===== config.mk =====
export PLATFORM = sky130hd
export DESIGN_NAME = traffic_safety_monitor
export DESIGN_NICKNAME = d
export VERILOG_FILES = /design/src/rtl/traffic_pkg.sv /design/src/rtl/traffic_flash_gen.sv /design/src/rtl/traffic_safety_monitor.sv
export SDC_FILE = /design/constraint.sdc
export NUM_CORES = 1
export LEC_CHECK = 0
export ABC_AREA = 1
export CORE_ASPECT_RATIO = 0.5
export CORE_MARGIN = 2
export CORE_UTILIZATION = 45
export CTS_CLUSTER_SIZE = 16
export DETAILED_ROUTE_END_ITERATION = 6
export GPL_ROUTABILITY_DRIVEN = 0
export MAX_ROUTING_LAYER = met4
export PLACE_DENSITY = 0.74
export SLEW_MARGIN = 20
export SYNTH_ARGS = -nofsm -noshare
export SYNTH_HDL_FRONTEND = slang
export SYNTH_SLANG_ARGS = --single-unit

===== constraint.sdc =====
create_clock -name clk -period 2.6 [get_ports clk]
set_clock_uncertainty 0.05 [all_clocks]
set_input_delay 0.52 -clock clk [delete_from_list [all_inputs] [get_ports clk]]
set_output_delay 0.52 -clock clk [all_outputs]
set_load 0.05 [all_outputs]

===== src/rtl/traffic_pkg.sv =====
`default_nettype none
// +--------------------------------------------------------------------------+
// | traffic_pkg                                                              |
// | Lamp codes, fault causes, monitor states and code/step legality helpers. |
// | Revision: 1.0                                                            |
// +--------------------------------------------------------------------------+
package traffic_pkg;

    typedef logic [2:0] light_t;

    // Lamp codes are {red, amber, green}
    localparam light_t RED       = 3'b100;
    localparam light_t RED_AMBER = 3'b110;
    localparam light_t GREEN     = 3'b001;
    localparam light_t AMBER     = 3'b010;
    localparam light_t DARK      = 3'b000;

    typedef enum logic [2:0] {
        NONE      = 3'd0,
        CONFLICT  = 3'd1,
        ILLEGAL_A = 3'd2,
        ILLEGAL_B = 3'd3,
        BAD_CODE  = 3'd4,
        STALL     = 3'd5
    } fault_code_t;

    typedef enum logic [1:0] {
        INIT    = 2'd0,
        RUN     = 2'd1,
        FAULT   = 2'd2,
        RECOVER = 2'd3
    } mon_state_t;

    function automatic logic is_legal_code(light_t code);
        return (code == RED) || (code == RED_AMBER) ||
               (code == GREEN) || (code == AMBER);
    endfunction

    // Holding is always legal; otherwise only the single forward step is.
    function automatic logic is_legal_step(light_t prev, light_t cur);
        logic ok;
        ok = 1'b0;
        case (prev)
            RED:       ok = (cur == RED)       || (cur == RED_AMBER);
            RED_AMBER: ok = (cur == RED_AMBER) || (cur == GREEN);
            GREEN:     ok = (cur == GREEN)     || (cur == AMBER);
            AMBER:     ok = (cur == AMBER)     || (cur == RED);
            default:   ok = 1'b0;
        endcase
        return ok;
    endfunction

endpackage

`default_nettype wire


===== src/rtl/traffic_flash_gen.sv =====
`default_nettype none
// +--------------------------------------------------------------------------+
// | traffic_flash_gen                                                        |
// | Free-running half-period counter and phase for fault-mode flashing.      |
// | Revision: 1.0                                                            |
// +--------------------------------------------------------------------------+
module traffic_flash_gen #(
    parameter int FLASH_HALF = 4
) (
    input  logic clk,
    input  logic rst_n,
    input  logic i_restart,
    output logic o_phase
);

    localparam int c_CW = (FLASH_HALF > 1) ? $clog2(FLASH_HALF) : 1;
    localparam logic [c_CW-1:0] c_CNT_LAST  = c_CW'(FLASH_HALF - 1);
    // The lamp register samples this phase one edge later, so a restart
    // preloads the count for the first cycle after entry, not the entry cycle.
    localparam logic [c_CW-1:0] c_CNT_START = c_CW'((FLASH_HALF > 1) ? 1 : 0);
    localparam logic            c_PH_START  = (FLASH_HALF == 1);

    logic [c_CW-1:0] r_cnt;
    logic            r_phase;

    always_ff @(posedge clk or negedge rst_n) begin
        if (!rst_n) begin
            r_cnt   <= '0;
            r_phase <= 1'b0;
        end else if (i_restart) begin
            r_cnt   <= c_CNT_START;
            r_phase <= c_PH_START;
        end else if (r_cnt == c_CNT_LAST) begin
            r_cnt   <= '0;
            r_phase <= ~r_phase;
        end else begin
            r_cnt   <= r_cnt + 1'b1;
        end
    end

    assign o_phase = r_phase;

endmodule

`default_nettype wire


===== src/rtl/traffic_safety_monitor.sv =====
`default_nettype none
// +--------------------------------------------------------------------------+
// | traffic_safety_monitor                                                   |
// | Guards sequencer lamp codes; forces flashing amber on any violation.     |
// | Optional stall watchdog: define TRAFFIC_MON_WATCHDOG_EN.                 |
// | Revision: 1.0                                                            |
// +--------------------------------------------------------------------------+
module traffic_safety_monitor
    import traffic_pkg::*;
#(
    parameter int FLASH_HALF = 4,
    parameter int STALL_MAX  = 16
) (
    input  logic       clk,
    input  logic       rst_n,
    input  logic       sample_en,
    input  logic [2:0] lights_a_in,
    input  logic [2:0] lights_b_in,
    input  logic       clear_fault,
    output logic [2:0] lights_a_out,
    output logic [2:0] lights_b_out,
    output logic       fault,
    output logic [2:0] fault_code
);

    if (FLASH_HALF < 1 || STALL_MAX < 2) begin : g_param_check
        $error("traffic_safety_monitor: FLASH_HALF must be >= 1 and STALL_MAX >= 2");
    end

    mon_state_t  r_state;
    light_t      r_prev_a;
    light_t      r_prev_b;
    light_t      r_out_a;
    light_t      r_out_b;
    logic        r_fault;
    fault_code_t r_fault_code;

    fault_code_t w_code;
    logic        w_bad;
    logic        w_conflict;
    logic        w_ill_a;
    logic        w_ill_b;
    logic        w_stall;
    logic        w_trip;
    logic        w_phase;

    assign w_bad      = !is_legal_code(lights_a_in) || !is_legal_code(lights_b_in);
    assign w_conflict = (lights_a_in != RED) && (lights_b_in != RED);
    assign w_ill_a    = !is_legal_step(r_prev_a, lights_a_in);
    assign w_ill_b    = !is_legal_step(r_prev_b, lights_b_in);

`ifdef TRAFFIC_MON_WATCHDOG_EN
    localparam int c_SW = (STALL_MAX > 2) ? $clog2(STALL_MAX) : 1;
    localparam logic [c_SW-1:0] c_STALL_LAST = c_SW'(STALL_MAX - 2);

    logic [c_SW-1:0] r_stall_cnt;
    logic            w_same;

    assign w_same  = (lights_a_in == r_prev_a) && (lights_b_in == r_prev_b);
    // Trips on the repeat that makes STALL_MAX identical samples in a row.
    assign w_stall = (r_state == RUN) && w_same && (r_stall_cnt == c_STALL_LAST);

    always_ff @(posedge clk or negedge rst_n) begin
        if (!rst_n) begin
            r_stall_cnt <= '0;
        end else if (r_state != RUN || w_trip) begin
            r_stall_cnt <= '0;
        end else if (sample_en) begin
            r_stall_cnt <= w_same ? r_stall_cnt + 1'b1 : '0;
        end
    end
`else
    assign w_stall = 1'b0;
`endif

    // INIT has no baseline yet, so only stateless checks apply there.
    always_comb begin
        w_code = NONE;
        if (w_bad) begin
            w_code = BAD_CODE;
        end else if (w_conflict) begin
            w_code = CONFLICT;
        end else if (r_state == RUN) begin
            if (w_ill_a)       w_code = ILLEGAL_A;
            else if (w_ill_b)  w_code = ILLEGAL_B;
            else if (w_stall)  w_code = STALL;
        end
    end

    assign w_trip = sample_en && (w_code != NONE) &&
                    ((r_state == INIT) || (r_state == RUN));

    traffic_flash_gen #(
        .FLASH_HALF (FLASH_HALF)
    ) u_flash (
        .clk       (clk),
        .rst_n     (rst_n),
        .i_restart (w_trip),
        .o_phase   (w_phase)
    );

    always_ff @(posedge clk or negedge rst_n) begin
        if (!rst_n) begin
            r_state      <= INIT;
            r_prev_a     <= RED;
            r_prev_b     <= RED;
            r_out_a      <= RED;
            r_out_b      <= RED;
            r_fault      <= 1'b0;
            r_fault_code <= NONE;
        end else begin
            case (r_state)
                INIT, RUN: begin
                    if (w_trip) begin
                        r_state      <= FAULT;
                        r_fault      <= 1'b1;
                        r_fault_code <= w_code;
                        r_out_a      <= AMBER;
                        r_out_b      <= AMBER;
                    end else if (sample_en) begin
                        r_state  <= RUN;
                        r_prev_a <= lights_a_in;
                        r_prev_b <= lights_b_in;
                        r_out_a  <= lights_a_in;
                        r_out_b  <= lights_b_in;
                    end
                end
                FAULT: begin
                    if (clear_fault) begin
                        r_state      <= RECOVER;
                        r_fault      <= 1'b0;
                        r_fault_code <= NONE;
                        r_out_a      <= RED;
                        r_out_b      <= RED;
                    end else begin
                        r_out_a <= w_phase ? DARK : AMBER;
                        r_out_b <= w_phase ? DARK : AMBER;
                    end
                end
                RECOVER: begin
                    if (sample_en && lights_a_in == RED && lights_b_in == RED) begin
                        r_state  <= RUN;
                        r_prev_a <= RED;
                        r_prev_b <= RED;
                    end
                end
                default: r_state <= INIT;
            endcase
        end
    end

    assign lights_a_out = r_out_a;
    assign lights_b_out = r_out_b;
    assign fault        = r_fault;
    assign fault_code   = r_fault_code;

endmodule

`default_nettype wire


==> results of run 1 <==
[how the worst min path moves through the flow]
stage | endpoint | cells past startpoint
6_report | r_prev_b[2] | 2
5_1_grt | r_prev_b[2] | 2
4_1_cts | r_prev_b[2] | 2
3_5_place_dp | fault | 2
3_3_place_gp | u_flash.r_cnt[0] | 1
2_1_floorplan | fault | 0
[placed cells by master, fill, tap and decap left out, drive strengths merged, types with 2 or more instances in the layout]
cell	n
clkdlybuf4s50	19
dfstp	4
nor2	14
nand2	52
o31ai	2
clkbuf	3
o21ai	10
nor3	2
dfrtp	17
a21oi	6
buf	4
nand4	7
inv	24
nand3	19
[state kept, by name, indices dropped and copies added, names as in the netlist]
name / cells
lights_b_out: 3
u_flash.o_phase: 1
fault_code: 3
r_prev_b: 3
fault: 1
lights_a_out: 3
u_flash.r_cnt: 2
r_state: 2
r_prev_a: 3
[final cells by class]
cell class	instances	area, um^2	share of cell area (%)
Sequential cell	21	531	34.9
Clock inverter	1	7.51	0.493
Tap cell	37	46.3	3.04
Clock buffer	3	41.3	2.71
Multi-Input combinational cell	117	573	37.7
Timing Repair Buffer	23	233	15.3
Inverter	24	90.1	5.92
[stage by stage]
| stage | setup WS (ns) | instances | total power (uW) |
|---|---|---|---|
| 2_1_floorplan | 0.818 | 165 | 1310 |
| 3_3_place_gp | 0.0628 | 222 | 1610 |
| 3_5_place_dp | 0.0478 | 222 | 1620 |
| 4_1_cts | 0.329 | 226 | 1850 |
| 5_1_grt | 0.132 | 226 | 1990 |
| 6_report | 0.311 | 226 | 1840 |
[worst min-delay path: cells and delay by family (launching register included)]
kind / cells / cell delay (ns)
flops: 1 / 0.38
simple gates: 2 / 0.10
[cells by family after synthesis]
kind of cell	synth area share, %
flops	43.6
simple gates	35.5
fa+ha+maj	1.03
compound gates	9.88
buf+inv	9.26
xor+xnor	0.720
[layer usage]
| metal | part of all wire [%] | up-vias |
|---|---|---|
| met3 | 9.9 | 2 |
| met1 | 48 | 500 |
| met2 | 42 | 51 |
| li1 | - | 578 |
| met4 | 0.80 | 0 |
| met5 | 0 | - |
[report_power, final]
| group | leakage, uW | internal, uW | switching [uW] |
|---|---|---|---|
| clock | 0.0000217 | 108 | 118 |
| sequential | 0.000249 | 500 | 96.6 |
| combinational | 0.000488 | 352 | 661 |
| total | 0.000759 | 961 | 875 |
==> metrics.md, run 1 <==
| Metric | Value |
|---|---|
| CP startpoint kind | primary input |
| Starting Density | ~47% |
| Top Family by Delay on Critical Path | simple AND/OR/NAND/NOR gates |
| Slowest Stage Delay on Critical Path | 0.49 ns |
| WL final | 2760 um |
| Final setup fails | 0 |
| Bufs and invs on worst path | 2 |
| Period utilization | 88.0% |
| Drt first pass iters | 5 |
| CP Max Fanout | 12 |
| Relative slew slack | 62.1% |
| Core Region | 2590 um^2 |
| CP endpoint | r_prev_a[1] |
| Num rows | 13 |
| CTS root buffer | clkbuf_8 |
| Antenna Violating Nets Remaining | 0 |
| Syn_area_per_cell | about 7.4 um^2 |
| CTS buffer count | 3 |
| Hold path start | r_prev_b[2] |
| Flop-to-flop setup slack | a little over 0.7 ns |
| FMAX | 0.437 GHz |
| Worst hold margin | 0.425 ns |
| Post-CTS Setup Bufs | 0 |
| Crit path cell chain | clkdlybuf4s50_1 -> nor2_1 -> nand2_1 -> nand2_1 -> nand2_1 -> nand2_1 -> nand2_1 -> nand2_1 -> nand2_1 -> a21oi_2 -> nand2_2 -> nand2_2 -> buf_12 -> nand3_4 -> nand2_1 -> nand2_1 |
| Ys flop type | dfrtp_1 |
| Area growth, synth to finish | 25.1% |
| Placed wire-length estimate | ~2100 um |
| CP Depth | 16 |
| Final Max Slew Viols | 0 |
| Die Area | ~3200 um^2 |
| Yosys reg bits | 21 |
| Setup_tns | 0 ns |
| Fraction of layout cells with a size suffix above 1 | 12.7% |
| Synth Instances | ~170 |
| First-pass GRT wire length | 4650 um |
| Vias in the first global route | 966 |
| GRT met2 Usage | 31.7% |
| Synth top area share | 35.0% |
| Worst path slowest cell | clkdlybuf4s50_1 |
| Post-synth EDFFs | 0 |
| R2R Path End | r_prev_a[1] |
| GR Util met1 | 27.5% |
| H-tree Lvls | 1 |
| Slew @ Worst Pin | about 0.57 ns |
| Min Tclk post-route | 2.29 ns |
| Synth warn | 0 |
| Cell variety after synth | 26 |
| Max Cap Viol | 0 |
| Post-cts gate resize count | 0 |
| Largest cells by area after synthesis | dfrtp_1, nand2_1, dfstp_2, inv_1, nand3_1 |
| Post-CTS Hold Buffers | 0 |
| Largest net degree at the start of global routing | 22 |
| Peak supply drop | 0.641 mV |
| Final Hold Vio Count | 0 |
| CTS tree | done |
| Top cells by count, synth | nand2_1, inv_1, dfrtp_1 |
| Port Buffers | 19 |
| Most used cell, CP | nand2_1 |
| Finished Cell Area | between 1500 and 2000 um^2 |
| Ant diodes | 0 |
| Clock Tree Buf Depth | 2 |
| Drt drc | 0 |
| PD cells | about 1200 nW/um^2 |
| Grt peak-use layer | met2 |
| CTS sink count | 21 |
| Fillers | around 240 |
| Async SR Flop Fraction | 100% |
| Initial detailed-routing violation count | slightly above 90 |
| Worst EP required | 2.71 ns |
| Post-Syn Nets | 176 |
| Class of the worst hold path | reg2reg |
| Static Leak | 0.000759 uW |
| Worst-path clk slew | roughly 0.090 ns |
| Die Ht | 40.8 um |
| Met3 Use GR | 4.85% |
| Most common cell in the netlist | nand2_1 |
| Total number of vias | 1131 |
| I/O pin total | 20 |
| Unrepaired setup endpoints after global routing | false |
| Die width | 77.5 um |
| CP arrival | 2.40 ns |
| Critical path class | in2reg |
| Netlist Area Pre-Place | 1220 um^2 |
| Status | finished, final reports clean |
| Grt ovf | 0 |
| Synth area leader | dfrtp_1 |
| Post-layout util | between 50% and 60% |
| Layout Nets | between 200 and 250 |
| Wire per inst | roughly 12 um |
| Total GRT Usage | 20.4% |
| Worst setup EP type | flop |
| CP startpoint | lights_a_in[0] |
| Worst r2r src | r_state[0] |
| Sequential area share after synthesis | 43.6% |
| Initial antenna violation count | 0 |
| Reg2reg path depth | 8 |
| Vias per cell | 5.00 |
| Placed cell areas | 1470 um^2 |
| Worst skew pair latency | 0.27 ns |
Note: power is estimated with default switching activity, not from simulation.
==> run 2: changes to the inputs <==
- GPL_ROUTABILITY_DRIVEN: 0 -> not set
==> results of run 2 <==
The final DEF is identical to that of run 1; final timing and power are the same.
